$ cat config.mk
export PLATFORM = sky130hd
export DESIGN_NAME = axioma_power_ctrl
export DESIGN_NICKNAME = d
export VERILOG_FILES = /design/src/rtl/axioma_pkg.sv /design/src/rtl/axioma_timed_window.sv /design/src/rtl/axioma_power_ctrl.sv
export SDC_FILE = /design/constraint.sdc
export NUM_CORES = 1
export LEC_CHECK = 0
export BUFFER_PORTS_ARGS = -buffer_cell sky130_fd_sc_hd__buf_2
export CAP_MARGIN = 20
export CORE_MARGIN = 3
export CORE_UTILIZATION = 49
export CTS_CLUSTER_SIZE = 28
export DETAILED_ROUTE_END_ITERATION = 8
export PLACE_DENSITY = 0.81
export SLEW_MARGIN = 0
export SYNTH_ARGS = -nofsm -noshare
export SYNTH_HDL_FRONTEND = slang
export SYNTH_HIERARCHICAL = 1
export SYNTH_SLANG_ARGS = --single-unit
export TNS_END_PERCENT = 100
$ cat constraint.sdc
create_clock -name clk_ext -period 2.1 [get_ports clk_ext]
set_input_delay 0.63 -clock clk_ext [delete_from_list [all_inputs] [get_ports clk_ext]]
set_output_delay 0.63 -clock clk_ext [all_outputs]
set_load 0.01 [all_outputs]
$ cat src/rtl/axioma_pkg.sv
// Shared definitions for the AxiomaCore-328 power-management controller:
// FSM state encodings, SMCR sleep-mode codes, register addresses and the
// CLKPR/WDTCSR bit positions, plus small helpers that classify sleep modes.
package axioma_pkg;

  typedef enum logic [1:0] {
    ST_RUN        = 2'd0,
    ST_SLEEP      = 2'd1,
    ST_WAKE_DELAY = 2'd2
  } pwr_state_e;

  // SMCR.SM sleep-mode codes
  localparam logic [2:0] SLEEP_IDLE         = 3'b000;
  localparam logic [2:0] SLEEP_ADC_NOISE    = 3'b001;
  localparam logic [2:0] SLEEP_POWER_DOWN   = 3'b010;
  localparam logic [2:0] SLEEP_POWER_SAVE   = 3'b011;
  localparam logic [2:0] SLEEP_RESERVED_A   = 3'b100;
  localparam logic [2:0] SLEEP_RESERVED_B   = 3'b101;
  localparam logic [2:0] SLEEP_STANDBY      = 3'b110;
  localparam logic [2:0] SLEEP_EXT_STANDBY  = 3'b111;

  // Register addresses
  localparam logic [1:0] ADDR_CLKPR    = 2'd0;
  localparam logic [1:0] ADDR_SMCR     = 2'd1;
  localparam logic [1:0] ADDR_WDTCSR   = 2'd2;
  localparam logic [1:0] ADDR_RESERVED = 2'd3;

  // CLKPR fields
  localparam int         CLKPCE_BIT    = 7;
  localparam logic [7:0] CLKPR_CHANGE  = 8'h80;
  localparam logic [3:0] CLKPS_MAX     = 4'h8;

  // WDTCSR fields
  localparam int WDP3_BIT = 5;
  localparam int WDCE_BIT = 4;
  localparam int WDE_BIT  = 3;

  // Modes 100/101 are undefined on the ATmega328P and must not enter sleep
  function automatic logic is_reserved_mode(input logic [2:0] sm);
    return (sm == SLEEP_RESERVED_A) || (sm == SLEEP_RESERVED_B);
  endfunction

  // Idle and ADC-noise modes keep the clocks running: any interrupt wakes, no delay
  function automatic logic is_idle_class(input logic [2:0] sm);
    return (sm == SLEEP_IDLE) || (sm == SLEEP_ADC_NOISE);
  endfunction

  // Standby modes keep the oscillator alive, so they use the short delay
  function automatic logic is_standby_class(input logic [2:0] sm);
    return (sm == SLEEP_STANDBY) || (sm == SLEEP_EXT_STANDBY);
  endfunction

endpackage

$ cat src/rtl/axioma_timed_window.sv
// Change-enable window counter. An open request (re)starts a window that
// stays open for WINDOW cycles; a close request shuts it early. Used for the
// CLKPR and WDTCSR timed-write sequences.
module axioma_timed_window #(
  parameter int WINDOW = 4
) (
  input  logic clk_ext,
  input  logic power_on_reset_n,
  input  logic open_req,
  input  logic close_req,
  output logic is_open
);

  localparam int CW = $clog2(WINDOW + 1);

  logic [CW-1:0] count_q;
  logic [CW-1:0] count_d;

  // Restart has priority over close; otherwise count down to zero
  always_comb begin
    count_d = count_q;
    if (open_req) begin
      count_d = CW'(WINDOW);
    end else if (close_req) begin
      count_d = '0;
    end else if (count_q != '0) begin
      count_d = count_q - CW'(1);
    end
  end

  // Window counter register
  always_ff @(posedge clk_ext or negedge power_on_reset_n) begin
    if (!power_on_reset_n) begin
      count_q <= '0;
    end else begin
      count_q <= count_d;
    end
  end

  assign is_open = (count_q != '0);

endmodule

$ cat src/rtl/axioma_power_ctrl.sv
// AxiomaCore-328 power-management controller: CLKPR/SMCR/WDTCSR registers with
// timed-write protection, sleep/wake sequencing with start-up delay, and the
// clock-system configuration outputs.
// Build option AXIOMA_PWR_WDT_EN: when defined, the WDTCSR register and its
// timed sequence are present; otherwise the watchdog outputs are tied to 0.
module axioma_power_ctrl
  import axioma_pkg::*;
#(
  parameter int STARTUP_CYCLES = 16,
  parameter int STANDBY_CYCLES = 6,
  parameter int TIMED_WINDOW   = 4
) (
  input  logic       clk_ext,
  input  logic       power_on_reset_n,
  input  logic [3:0] fuse_cksel,
  input  logic       reg_we,
  input  logic [1:0] reg_addr,
  input  logic [7:0] reg_wdata,
  output logic [7:0] reg_rdata,
  input  logic       sleep_req,
  input  logic       wake_irq,
  input  logic       wake_async,
  output logic [3:0] clock_select,
  output logic [3:0] clock_prescaler,
  output logic       sleep_enable,
  output logic [2:0] sleep_mode,
  output logic       wdt_enable,
  output logic [3:0] wdt_prescaler,
  output logic       cpu_halt,
  output logic       wake_ack,
  output logic [1:0] state_dbg
);

  localparam int MAX_DLY = (STARTUP_CYCLES > STANDBY_CYCLES) ? STARTUP_CYCLES : STANDBY_CYCLES;
  localparam int CNT_W   = $clog2(MAX_DLY + 1);

  pwr_state_e state_q, state_d;
  logic [CNT_W-1:0] cnt_q, cnt_d;
  logic sleep_enable_q, cpu_halt_q, wake_ack_q, wake_ack_d;
  logic [3:0] clock_select_q, clock_select_d;
  logic sampled_q, sampled_d;
  logic [3:0] clkps_q, clkps_d;
  logic [2:0] sm_q, sm_d;
  logic se_q, se_d;
  logic clk_open, clk_close, clk_win;
  logic we_ok, wr_clkpr, wr_smcr;
  logic wake_cond;
  logic [7:0] wdtcsr_rdata;
  logic unused_wdata;

  assign unused_wdata = ^reg_wdata[6:4];

  // Software writes are only accepted while the CPU is running
  assign we_ok    = reg_we & ~cpu_halt_q;
  assign wr_clkpr = we_ok && (reg_addr == ADDR_CLKPR);
  assign wr_smcr  = we_ok && (reg_addr == ADDR_SMCR);

  axioma_timed_window #(.WINDOW(TIMED_WINDOW)) u_clkpr_window (
    .clk_ext          (clk_ext),
    .power_on_reset_n (power_on_reset_n),
    .open_req         (clk_open),
    .close_req        (clk_close),
    .is_open          (clk_win)
  );

  // Clock-source fuse is captured once, on the first cycle out of reset
  always_comb begin
    clock_select_d = clock_select_q;
    sampled_d      = 1'b1;
    if (!sampled_q) begin
      clock_select_d = fuse_cksel;
    end
  end

  // CLKPR timed write: 0x80 opens, a bit7=0 write inside the window loads and closes
  always_comb begin
    clkps_d   = clkps_q;
    clk_open  = 1'b0;
    clk_close = 1'b0;
    if (wr_clkpr) begin
      if (reg_wdata == CLKPR_CHANGE) begin
        clk_open = 1'b1;
      end else if (!reg_wdata[CLKPCE_BIT] && clk_win) begin
        clk_close = 1'b1;
        if (reg_wdata[3:0] <= CLKPS_MAX) begin
          clkps_d = reg_wdata[3:0];
        end
      end
    end
  end

  // SMCR is a plain register
  always_comb begin
    sm_d = sm_q;
    se_d = se_q;
    if (wr_smcr) begin
      sm_d = reg_wdata[3:1];
      se_d = reg_wdata[0];
    end
  end

  // Register file and fuse capture
  always_ff @(posedge clk_ext or negedge power_on_reset_n) begin
    if (!power_on_reset_n) begin
      clock_select_q <= 4'h0;
      sampled_q      <= 1'b0;
      clkps_q        <= 4'h0;
      sm_q           <= 3'b000;
      se_q           <= 1'b0;
    end else begin
      clock_select_q <= clock_select_d;
      sampled_q      <= sampled_d;
      clkps_q        <= clkps_d;
      sm_q           <= sm_d;
      se_q           <= se_d;
    end
  end

`ifdef AXIOMA_PWR_WDT_EN
  logic wr_wdtcsr;
  logic wde_q, wde_d;
  logic [3:0] wdp_q, wdp_d;
  logic wdt_open, wdt_close, wdt_win;

  assign wr_wdtcsr = we_ok && (reg_addr == ADDR_WDTCSR);

  axioma_timed_window #(.WINDOW(TIMED_WINDOW)) u_wdtcsr_window (
    .clk_ext          (clk_ext),
    .power_on_reset_n (power_on_reset_n),
    .open_req         (wdt_open),
    .close_req        (wdt_close),
    .is_open          (wdt_win)
  );

  // WDTCSR: in-window load, WDCE+WDE opens, WDE may always be set 0->1
  always_comb begin
    wde_d     = wde_q;
    wdp_d     = wdp_q;
    wdt_open  = 1'b0;
    wdt_close = 1'b0;
    if (wr_wdtcsr) begin
      if (wdt_win && !reg_wdata[WDCE_BIT]) begin
        wde_d     = reg_wdata[WDE_BIT];
        wdp_d     = {reg_wdata[WDP3_BIT], reg_wdata[2:0]};
        wdt_close = 1'b1;
      end else if (reg_wdata[WDCE_BIT] && reg_wdata[WDE_BIT]) begin
        wdt_open = 1'b1;
      end else if (!wde_q && reg_wdata[WDE_BIT] && !reg_wdata[WDCE_BIT]) begin
        wde_d = 1'b1;
      end
    end
  end

  // Watchdog configuration register
  always_ff @(posedge clk_ext or negedge power_on_reset_n) begin
    if (!power_on_reset_n) begin
      wde_q <= 1'b0;
      wdp_q <= 4'h0;
    end else begin
      wde_q <= wde_d;
      wdp_q <= wdp_d;
    end
  end

  assign wdtcsr_rdata  = {2'b00, wdp_q[3], wdt_win, wde_q, wdp_q[2:0]};
  assign wdt_enable    = wde_q;
  assign wdt_prescaler = wdp_q;
`else
  assign wdtcsr_rdata  = 8'h00;
  assign wdt_enable    = 1'b0;
  assign wdt_prescaler = 4'h0;
`endif

  // Mode-dependent wake qualification: deep modes ignore synchronous interrupts
  assign wake_cond = is_idle_class(sm_q) ? (wake_irq | wake_async) : wake_async;

  // Sleep/wake sequencing next state
  always_comb begin
    state_d = state_q;
    cnt_d   = cnt_q;
    unique case (state_q)
      ST_RUN: begin
        if (sleep_req && se_q && !is_reserved_mode(sm_q)) begin
          state_d = ST_SLEEP;
        end
      end
      ST_SLEEP: begin
        if (wake_cond) begin
          if (is_idle_class(sm_q)) begin
            state_d = ST_RUN;
          end else begin
            state_d = ST_WAKE_DELAY;
            cnt_d   = is_standby_class(sm_q) ? CNT_W'(STANDBY_CYCLES) : CNT_W'(STARTUP_CYCLES);
          end
        end
      end
      ST_WAKE_DELAY: begin
        if (cnt_q <= CNT_W'(1)) begin
          state_d = ST_RUN;
        end else begin
          cnt_d = cnt_q - CNT_W'(1);
        end
      end
      default: begin
        state_d = ST_RUN;
      end
    endcase
    wake_ack_d = (state_q != ST_RUN) && (state_d == ST_RUN);
  end

  // FSM state and its registered outputs
  always_ff @(posedge clk_ext or negedge power_on_reset_n) begin
    if (!power_on_reset_n) begin
      state_q        <= ST_RUN;
      cnt_q          <= '0;
      sleep_enable_q <= 1'b0;
      cpu_halt_q     <= 1'b0;
      wake_ack_q     <= 1'b0;
    end else begin
      state_q        <= state_d;
      cnt_q          <= cnt_d;
      sleep_enable_q <= (state_d == ST_SLEEP);
      cpu_halt_q     <= (state_d != ST_RUN);
      wake_ack_q     <= wake_ack_d;
    end
  end

  // Combinational register read port
  always_comb begin
    reg_rdata = 8'h00;
    unique case (reg_addr)
      ADDR_CLKPR:    reg_rdata = {4'h0, clkps_q};
      ADDR_SMCR:     reg_rdata = {4'h0, sm_q, se_q};
      ADDR_WDTCSR:   reg_rdata = wdtcsr_rdata;
      ADDR_RESERVED: reg_rdata = 8'h00;
      default:       reg_rdata = 8'h00;
    endcase
  end

  assign clock_select    = clock_select_q;
  assign clock_prescaler = clkps_q;
  assign sleep_enable    = sleep_enable_q;
  assign sleep_mode      = sm_q;
  assign cpu_halt        = cpu_halt_q;
  assign wake_ack        = wake_ack_q;
  assign state_dbg       = state_q;

endmodule
==> results of run 1 <==
## logic make-up after synthesis
group	synth area share, %
other	0.546
buffers and inverters	8.18
adder cells (fa/ha/maj)	3.64
flip-flops	47.3
AO/OA/AOI/OAI	11.8
multiplexers	11.7
XOR/XNOR	0.636
AND/OR/NAND/NOR	16.2
## final cells by class
| type | count | area, µm² | share of cell area [%] |
|---|---|---|---|
| clock buffer | 3 | 22.5 | 1.37 |
| inverter | 9 | 33.8 | 2.06 |
| clock inverter | 1 | 30.0 | 1.83 |
| timing repair buffer | 43 | 225 | 13.7 |
| sequential | 26 | 651 | 39.6 |
| multi-input combinational | 88 | 643 | 39.1 |
| tap | 30 | 37.5 | 2.28 |
## power groups by stage
stage | sequential (mW) | combinational [mW] | clock (mW)
2_1_floorplan | 0.895 | 0.553 | 0
3_3_place_gp | 0.864 | 0.828 | 0
3_5_place_dp | 0.879 | 0.874 | 0
4_1_cts | 0.867 | 0.888 | 0.357
5_1_grt | 0.897 | 0.976 | 0.377
6_report | 0.869 | 0.874 | 0.346
## cells in the final DEF, fill, tap and decap left out, types with 5 or more instances in the layout
cell     count
buf_2       39
conb_1      10
dfrtp_1     26
inv_1        9
mux2_2       9
mux2i_1      6
nor2_1      12
nor3_1       5
## worst max-delay path by stage
stage / slack, ps / end / depth (start not counted) / from
floorplan: 40 / clock_prescaler[0]$_DFFE_PN0P_ / 4 / reg_addr[0]
global placement: 9 / clock_prescaler[0]$_DFFE_PN0P_ / 4 / reg_addr[1]
detailed placement: -30 / clock_prescaler[1]$_DFFE_PN0P_ / 4 / reg_addr[1]
CTS: 190 / reg_rdata[3] / 5 / reg_addr[0]
global route: 160 / reg_rdata[3] / 5 / reg_addr[0]
finish: 200 / reg_rdata[3] / 5 / reg_addr[0]
## state kept, by name, summed over array words and instances (netlist names), 2 cells and up
register,count
clock_prescaler,4
u_clkpr_window/count_q,3
state_dbg,2
cnt_q,5
clock_select,4
sleep_mode,3
## through the flow
step                area, µm²  hold WS (ps)  setup slack [ps]  util [%]
finish                   1640           269               196      64.0
global route             1640           275               157      64.0
CTS                      1640           277               189      64.0
detailed placement       1590           493             -32.5      61.9
global placement         1590           487              8.57      61.9
floorplan                1410           334              41.8         -
## routing by layer
metal	part of all wire (%)	track usage [%]	wire length, µm	up-vias
met5	0	0	0	-
met4	1.2	9.39	36	0
met3	4.0	2.40	116	4
met2	52	33.4	1530	34
met1	42	22.7	1230	534
li1	-	-	-	518
==> reports/metrics.yaml, run 1 <==
critical_path:
  cp.required_ps: 1470
  worst-path-buf-inv: 3
  worst_r2r_path_depth: 5
  worst-path-max-fanout: 5
  crit_top_cell: "buf_2"
  startpoint_type: "primary input"
  cp_cell_sequence: "buf_2, buf_4, mux2i_1, nor2_1, buf_2"
  r2r_end: "cnt_q[4]$_DFFE_PN0P_"
  cp_slowest_cell: "buf_4"
  crit_family: "buffers and inverters"
  worst_path_largest_cell_delay_ps: 150
  endpoint_kind: "output port"
  reg2reg_slack_ps: 350
  path_class: "in -> out"
  rr_startpoint: "cnt_q[2]$_DFFE_PN0P_"
  cp_data_arrival_time_ps: 1270
drt:
  drcViolationCount: 0
  drt-initial-drc-count: 27
  viasPerCell: 5.45
  routed_wl_mm: 2.91
  firstDrtPassIters: 4
  vias: 1090
  avgRoutedWirePerCell_um: 14.6
  antenna_left: 0
synthesis:
  ys_ff_latch: 26
  syn_area_per_cell_um2: 11.0
  synth_top_area_share_pct: 47.3
  syn-cell-area_um2: 1380
  ys_top_cells_by_area: "dfrtp_1 47%, mux2_2 7.4%, buf_4 4.9%"
  post-synth-top-area-cell: "dfrtp_1"
  ys_warn_count: 6
  yosysMostFrequentCell: "dfrtp_1"
  ys_top_cells_by_count: "26 x dfrtp_1, 12 x nor2_1, 9 x buf_4, 9 x inv_1, 9 x mux2_2"
  synth_cell_types: 35
  synth-main-ff-cell: "dfrtp_1"
  ys_seq_area_share_pct: 47.3
  synthArstFlopShare_pct: 100
  synth_cells: 125
  synth-edff-count: 0
power:
  ir_drop_mv: 0.871
  switching_share_pct: 37.2
  pwr-share-clk_pct: 16.6
  powerDensity_nw_per_um2: 1270
  internal_power_mw: 1.31
  power_frac_seq_pct: 41.6
  p_sw_uw: 777
  total_power_mw: 2.09
  comb_power_share_pct: 41.8
  power_leakage_nw: 0.830
global_routing:
  grt_first_pass_wirelength_mm: 5.00
  antenna_found_initial: 0
  grt_usage_pct: 19.0
  grt_overflow_total: 0
  grt_pass1_vias: 1118
  grt_max_degree: 27
cts:
  h-tree-depth: 1
  cts_tree: "done"
  postCtsHoldBufs: 0
  post-cts-setup-buffer-count: 0
  root_buffer: "clkbuf_4"
  clock_sinks: 26
  cts.clk_slew.worst_paths_ps: 150
  insertion_delay_ps: 320
  cts_resized: 0
  clk_path_buf_depth: 2
  cts_buffers: 3
sta:
  clock_skew_ps: 4.16
  worst_pin_slew_ps: 551
  period_share_pct: 90.7
  slew_headroom_pct: 63.3
  slew_violations: 0
  rsz0062_at_grt: "false"
  period_needed_ps: 1900
  hold_viol: 0
  fmax_mhz: 525
  finalSetupTns_ps: 0
  setup_viol_count_final: 0
final_layout:
  drive_above_1_share_pct: 36.5
  diodes: 0
  fillers: 230
  final_cells: 200
  area_growth_pct: 19.4
  final_nets: 195
die:
  start_util_pct: 53.6
  die-area_um2: 3480
  core_area_um2: 2570
  rows: 18
  die_h_um: 59
  io_pins: 49
  die_w_um: 59
placed_design:
  portBuffers: 39
  detailed_place_hpwl_mm: 2.30
  dp.cells: 196
  globalplace.congestion: 0.818
run:
  cap_violations: 0
status:
  status: "complete, no violations"
worst_hold_path:
  worstHoldPathType: "in -> async"
Note: power is estimated with default switching activity, not from simulation.
==> run 2, diff against run 1 <==
--- a/config.mk
+++ b/config.mk
@@ -7,6 +7,7 @@
 export LEC_CHECK = 0
 export BUFFER_PORTS_ARGS = -buffer_cell sky130_fd_sc_hd__buf_2
 export CAP_MARGIN = 20
+export CORE_ASPECT_RATIO = 1.2
 export CORE_MARGIN = 3
 export CORE_UTILIZATION = 49
 export CTS_CLUSTER_SIZE = 28
==> run 2 against run 1 <==
  * Combinational power is 2% lower
  * Die area about the same
  * Flip-flop and latch count unchanged
  * Clock skew up 2.1 ps
  * Largest cell class unchanged
  * Fmax increased by 0.45%
==> reports/metrics.yaml, run 2 (same netlist as run 1, synthesis figures left out) <==
final_layout:
  final_nets: 195  # unchanged
  final_common_cell: "buf_2"  # unchanged
  design_area_um2: 1630  # was 1640 µm²
  area_growth_pct: 18.5  # was 19.4%
  largest_reg_flops: 5  # unchanged
  drive_above_1_share_pct: 36.5  # unchanged
  top_register: "cnt_q"  # unchanged
  diodes: 0  # unchanged
  final_cell_mix: "39 x buf_2, 26 x dfrtp_1, 12 x nor2_1, 10 x conb_1"  # unchanged
  multi_input_comb_area_um2: 643  # unchanged
  regArea_um2: 651  # unchanged
  fillers: 217  # was 230
cts:
  root_buffer: "clkbuf_4"  # unchanged
  clock_sinks: 26  # unchanged
  cts_resized: 0  # unchanged
  postCtsHoldBufs: 0  # unchanged
  h-tree-depth: 1  # unchanged
  cts_buffers: 3  # unchanged
  cts_tree: "done"  # unchanged
  insertion_delay_ps: 310  # was 320 ps
  post-cts-setup-buffer-count: 0  # unchanged
  clk_path_buf_depth: 2  # unchanged
  cts.clk_slew.worst_paths_ps: 130  # was 150 ps
placed_design:
  detailed_place_hpwl_mm: 2.31  # was 2.30 mm
  portBuffers: 39  # unchanged
  placed_area_um2: 1590  # about the same
  globalplace.congestion: 0.819  # was 0.818
critical_path:
  endpoint_kind: "output port"  # unchanged
  crit_family: "buffers and inverters"  # unchanged
  path_class: "in -> out"  # unchanged
  cp_data_arrival_time_ps: 1270  # about the same
  worst-path-buf-inv: 3  # unchanged
  startpoint_type: "primary input"  # unchanged
  cp.required_ps: 1470  # about the same
  cp_cell_sequence: "buf_2, buf_4, mux2i_1, nor2_1, buf_2"  # unchanged
  worst-path-max-fanout: 5  # unchanged
  crit_top_cell: "buf_2"  # unchanged
  cp_slowest_cell: "mux2i_1"  # was buf_4
  worst_path_largest_cell_delay_ps: 210  # was 150 ps
sta:
  rsz0062_at_grt: "false"  # unchanged
  slew_violations: 0  # unchanged
  clock_skew_ps: 6.29  # was 4.16 ps
  period_share_pct: 90.2  # was 90.7%
  setup_viol_count_final: 0  # unchanged
  fmax_mhz: 528  # was 525 MHz
  slew_headroom_pct: 62.6  # was 63.3%
  hold_viol: 0  # unchanged
  period_needed_ps: 1900  # about the same
  worst_pin_slew_ps: 562  # was 551 ps
power:
  internal_power_mw: 1.22  # was 1.31 mW
  switching_share_pct: 38.1  # was 37.2%
  p_sw_uw: 753  # was 777 µW
  pwr-share-clk_pct: 12.3  # was 16.6%
  powerDensity_nw_per_um2: 1210  # was 1270 nW/µm²
  total_power_mw: 1.98  # was 2.09 mW
  power_leakage_nw: 0.823  # was 0.830 nW
  power_frac_seq_pct: 44.5  # was 41.6%
  comb_power_share_pct: 43.3  # was 41.8%
  ir_drop_mv: 0.777  # was 0.871 mV
die:
  start_util_pct: 52.9  # was 53.6%
  die-area_um2: 3480  # about the same
  die_w_um: 54.4  # was 59 µm
  core_area_um2: 2600  # was 2570 µm²
  die_h_um: 64.1  # was 59 µm
  rows: 20  # was 18
  io_pins: 49  # unchanged
global_routing:
  grt_overflow_total: 0  # unchanged
  grt_pass1_vias: 1025  # was 1118
  grt_max_degree: 27  # unchanged
  grt_usage_pct: 16.8  # was 19.0%
  antenna_found_initial: 0  # unchanged
  grt_first_pass_wirelength_mm: 4.44  # was 5.00 mm
drt:
  firstDrtPassIters: 4  # unchanged
  routed_wl_mm: 2.88  # was 2.91 mm
  drcViolationCount: 0  # unchanged
  vias: 1086  # was 1090
  viasPerCell: 5.35  # was 5.45
  drt-initial-drc-count: 40  # was 27
  avgRoutedWirePerCell_um: 14.2  # was 14.6 µm
  antenna_left: 0  # unchanged
run:
  cap_violations: 0  # unchanged
worst_hold_path:
  worstHoldPathType: "in -> async"  # unchanged
status:
  status: "complete, no violations"  # unchanged
==> run 2: worst reg2reg max path, stage by stage, from the launching register on <==
cell,delay [ps]
dfrtp_1,440
nor3_1,330
o21ai_0,220
a21oi_1,400
inv_1,110
o221ai_1,190
==> run 2: final timing paths <==
path | start | endpoint | slack (ps) | depth (start not counted)
min in group clk_ext | wake_irq | sleep_enable$_DFF_PN0_ | 500 | 2
worst min register to register | clock_select[3]$_DFFE_PN0N_ | clock_select[3]$_DFFE_PN0N_ | 520 | 1
max in group asynchronous | power_on_reset_n | sleep_mode[1]$_DFFE_PN0P_ | 1440 | 1
worst min-delay path | power_on_reset_n | cnt_q[1]$_DFFE_PN0P_ | 290 | 1
worst max-delay path | reg_addr[0] | reg_rdata[0] | 200 | 5
worst max register to register | cnt_q[3]$_DFFE_PN0P_ | cnt_q[4]$_DFFE_PN0P_ | 340 | 5
==> run 2: routing by layer <==
layer  global-route usage [%]  vias to the layer above  routed length (µm)
met3                     1.40                        2                 159
met2                     31.4                       42                1590
met4                     3.74                        0                  14
met1                     19.8                      527                1120
li1                         -                      515                   -
met5                        0                        -                   0
==> run 2: power by group through the flow <==
stage / clock network [mW] / registers, mW / logic [mW]
after global placement: 0 / 0.869 / 0.823
after global routing: 0.272 / 0.905 / 0.946
after detailed placement: 0 / 0.885 / 0.862
final: 0.242 / 0.878 / 0.855
after floorplan: 0 / 0.895 / 0.553
after CTS: 0.252 / 0.874 / 0.867
==> run 2: area by class of cell <==
type                    instances  area share [%]
clock buffers                   4            2.23
well taps                      33            2.53
flip-flops and latches         26            39.9
inverters                       9            2.07
repair buffers                 43            13.8
multi-input cells              88            39.4
==> run 2: through the flow <==
| stage | util, % | worst slack (ps) | cells | hold WS (ps) | TNS, ps |
|---|---|---|---|---|---|
| floorplan | - | 41.8 | 133 | 334 | 0 |
| global placement | 61.3 | 12.0 | 199 | 482 | 0 |
| detailed placement | 61.3 | -28.3 | 199 | 495 | -87.1 |
| CTS | 62.6 | 199 | 203 | 304 | 0 |
| global route | 62.6 | 142 | 203 | 311 | 0 |
| finish | 62.6 | 205 | 203 | 288 | 0 |
==> run 3, diff against run 2 <==
--- a/config.mk
+++ b/config.mk
@@ -16,6 +16,5 @@
 export SLEW_MARGIN = 0
 export SYNTH_ARGS = -nofsm -noshare
 export SYNTH_HDL_FRONTEND = slang
-export SYNTH_HIERARCHICAL = 1
 export SYNTH_SLANG_ARGS = --single-unit
 export TNS_END_PERCENT = 100
==> run 3 against run 2 <==
  * First-iteration DRC count down 60%
  * Non-clock buffer count down 2
  * Sequential power down 3.5%
  * Clock power about the same
  * Register-to-register slack about the same
  * Critical path type unchanged
  * Clock-buffer cell count unchanged
  * Clock skew down 4.9 ps
  * Via count up 0.28%
  * Largest power group is now combinational cells
  * Global-route usage up 0.92 points
==> reports/metrics.yaml, run 3 <==
critical_path:
  crit_family: "buffers and inverters"  # unchanged
  rr_startpoint: "cnt_q[1]$_DFFE_PN0P_"  # was cnt_q[3]$_DFFE_PN0P_
  crit_top_cell: "buf_2"  # unchanged
  reg2reg_slack_ps: 330  # was 340 ps
  r2r_end: "cnt_q[1]$_DFFE_PN0P_"  # was cnt_q[4]$_DFFE_PN0P_
  endpoint_kind: "output port"  # unchanged
  path_class: "in -> out"  # unchanged
  worst_path_largest_cell_delay_ps: 210  # about the same
  worst-path-max-fanout: 6  # was 5
  startpoint_type: "primary input"  # unchanged
  cp_cell_sequence: "buf_2, mux2i_1, nor2_1, buf_2"  # was buf_2, buf_4, mux2i_1, nor2_1, buf_2
  cp.required_ps: 1470  # about the same
  worst-path-buf-inv: 2  # was 3
  cp_data_arrival_time_ps: 1220  # was 1270 ps
  worst_r2r_path_depth: 7  # was 5
  cp_slowest_cell: "mux2i_1"  # unchanged
synthesis:
  synth_top_area_share_pct: 46.6  # was 47.3%
  synth_cell_types: 42  # was 35
  ys_seq_area_share_pct: 46.6  # was 47.3%
  yosysMostFrequentCell: "dfrtp_1"  # unchanged
  synth_cells: 127  # was 125
  ys_ff_latch: 26  # unchanged
  post-synth-top-area-cell: "dfrtp_1"  # unchanged
  synth-main-ff-cell: "dfrtp_1"  # unchanged
  synthArstFlopShare_pct: 100  # unchanged
  synthSimpleGateAreaFrac_pct: 17.5  # was 16.2%
  synth-edff-count: 0  # unchanged
  ys_top_cells_by_area: "dfrtp_1 47%, mux2_2 8.9%, buf_4 4.8%"  # was dfrtp_1 47%, mux2_2 7.4%, buf_4 4.9%
  synth_top_family_by_area: "simple AND/OR/NAND/NOR gates"  # unchanged
  ys_warn_count: 0  # was 6
  synthMuxAreaShare_pct: 12.5  # was 11.7%
  synth-xor-area-share_pct: 0.627  # was 0.636%
  synth_compound_area_share_pct: 11.0  # was 11.8%
  synth_adder_area_share_pct: 3.58  # was 3.64%
  ys_top_cells_by_count: "26 x dfrtp_1, 14 x nor2_1, 11 x mux2_2"  # was 26 x dfrtp_1, 12 x nor2_1, 9 x buf_4, 9 x inv_1, 9 x mux2_2
  syn-cell-area_um2: 1400  # was 1380 µm²
  syn_area_per_cell_um2: 11.0  # about the same
final_layout:
  diodes: 0  # unchanged
  largest_reg_flops: 5  # unchanged
  drive_above_1_share_pct: 37.5  # was 36.5%
  fillers: 236  # was 217
  area_growth_pct: 16.5  # was 18.5%
  final_cell_mix: "39 x buf_2, 26 x dfrtp_1, 14 x nor2_1, 11 x mux2_2, 10 x conb_1"  # was 39 x buf_2, 26 x dfrtp_1, 12 x nor2_1, 10 x conb_1
  final_cells: 201  # was 203
  final_util_pct: 61.9  # was 62.6%
  final_nets: 193  # was 195
  final_common_cell: "buf_2"  # unchanged
  multi_input_comb_area_um2: 669  # was 643 µm²
  regArea_um2: 651  # unchanged
  top_register: "cnt_q"  # unchanged
die:
  io_pins: 49  # unchanged
  die_h_um: 64.5  # was 64.1 µm
  die-area_um2: 3530  # was 3480 µm²
  start_util_pct: 53.1  # was 52.9%
  die_w_um: 54.7  # was 54.4 µm
  core_area_um2: 2630  # was 2600 µm²
  rows: 20  # unchanged
cts:
  root_buffer: "clkbuf_4"  # unchanged
  cts_resized: 0  # unchanged
  cts.clk_slew.worst_paths_ps: 130  # about the same
  postCtsHoldBufs: 0  # unchanged
  clock_sinks: 26  # unchanged
  h-tree-depth: 1  # unchanged
  clk_path_buf_depth: 2  # unchanged
  insertion_delay_ps: 310  # about the same
  cts_buffers: 3  # unchanged
  post-cts-setup-buffer-count: 0  # unchanged
  cts_tree: "done"  # unchanged
sta:
  fmax_mhz: 542  # was 528 MHz
  rsz0062_at_grt: "false"  # unchanged
  period_share_pct: 87.9  # was 90.2%
  period_needed_ps: 1850  # was 1900 ps
  slew_violations: 0  # unchanged
  worst_pin_slew_ps: 566  # was 562 ps
  finalSetupTns_ps: 0  # unchanged
  clock_skew_ps: 1.38  # was 6.29 ps
  slew_headroom_pct: 62.2  # was 62.6%
  setup_viol_count_final: 0  # unchanged
  hold_viol: 0  # unchanged
power:
  total_power_mw: 1.97  # was 1.98 mW
  powerDensity_nw_per_um2: 1210  # about the same
  ir_drop_mv: 0.756  # was 0.777 mV
  power_leakage_nw: 0.813  # was 0.823 nW
placed_design:
  globalplace.congestion: 0.855  # was 0.819
  portBuffers: 39  # unchanged
  detailed_place_hpwl_mm: 2.35  # was 2.31 mm
  dp.cells: 197  # was 199
drt:
  avgRoutedWirePerCell_um: 14.3  # was 14.2 µm
  firstDrtPassIters: 4  # unchanged
  viasPerCell: 5.42  # was 5.35
  antenna_left: 0  # unchanged
  drt-initial-drc-count: 16  # was 40
  routed_wl_mm: 2.88  # unchanged
  vias: 1089  # was 1086
  drcViolationCount: 0  # unchanged
status:
  status: "complete, no violations"  # unchanged
global_routing:
  antenna_found_initial: 0  # unchanged
  grt_max_degree: 27  # unchanged
  grt_pass1_vias: 1117  # was 1025
  grt_usage_pct: 17.7  # was 16.8%
  grt_overflow_total: 0  # unchanged
  grt_first_pass_wirelength_mm: 4.64  # was 4.44 mm
worst_hold_path:
  worstHoldPathType: "in -> async"  # unchanged
run:
  cap_violations: 0  # unchanged
## run 3: cell types whose count changed in the layout (fill, tap and decap cells not counted), moves of 3 or more
cell and delta:
inv_1 -5, nand3_1 +4, o21a_1 -4, o32a_1 -3
nor3b_1 +3
## run 3: worst max-delay path by stage
stage                     slack [ps]                             end                 startpoint  cells after the start
after floorplan                  260  clock_prescaler[0]$_DFFE_PN0P_                reg_addr[0]                      5
after global placement           130  clock_prescaler[0]$_DFFE_PN0P_               reg_wdata[1]                      4
after detailed placement          80  clock_prescaler[0]$_DFFE_PN0P_               reg_wdata[1]                      4
after CTS                        250                    reg_rdata[0]                reg_addr[0]                      4
after global routing             200                    reg_rdata[2]  sleep_mode[1]$_DFFE_PN0P_                      4
final                            250                    reg_rdata[2]                reg_addr[0]                      4
## run 3: per-stage QoR
stage / setup WS, ps / area, µm² / hold WS [ps]
2_1_floorplan: 259 / 1430 / 334
3_3_place_gp: 134 / 1590 / 483
3_5_place_dp: 81.6 / 1590 / 493
4_1_cts: 249 / 1630 / 293
5_1_grt: 202 / 1630 / 323
6_report: 254 / 1630 / 292
## run 3: cell families (layout without fill, tap and decap cells)
logic type	after synthesis	after routing
AOI/OAI and AO/OA	20	20
xor gates and xnor gates	1	1
adders and majority gates	4	4
buffers and inverters	17	50
DFF	26	26
muxes	16	16
other	2	10
and+or+nand+nor	41	41
## run 3: area by class of cell
class / count / area share [%]
Clock buffer: 4 / 2.23
Sequential cell: 26 / 40.0
Inverter: 5 / 1.15
Multi-Input combinational cell: 92 / 41.2
Timing Repair Buffer: 41 / 12.9
Tap cell: 33 / 2.54
## run 3: report_power, final
| group | internal [mW] | leakage [nW] | switching, mW |
|---|---|---|---|
| Sequential | 0.676 | 0.327 | 0.171 |
| Clock | 0.106 | 0.0210 | 0.136 |
| Combinational | 0.414 | 0.465 | 0.471 |
| Total | 1.20 | 0.813 | 0.779 |
## run 3: routing by layer
layer	up-vias	GRT usage (%)	wire, µm
li1	513	-	-
met1	536	19.4	1130
met2	36	33.1	1530
met3	4	2.30	191
met4	0	5.92	33
met5	-	0	0
## run 3: worst register-to-register path: cells and delay by family (launching register included)
| kind | cells | cell delay [ps] |
|---|---|---|
| adder cells (fa/ha/maj) | 1 | 170 |
| AND/OR/NAND/NOR | 1 | 200 |
| multiplexers | 1 | 320 |
| buffers and inverters | 2 | 180 |
| AO/OA/AOI/OAI | 2 | 350 |
| flip-flops | 1 | 440 |
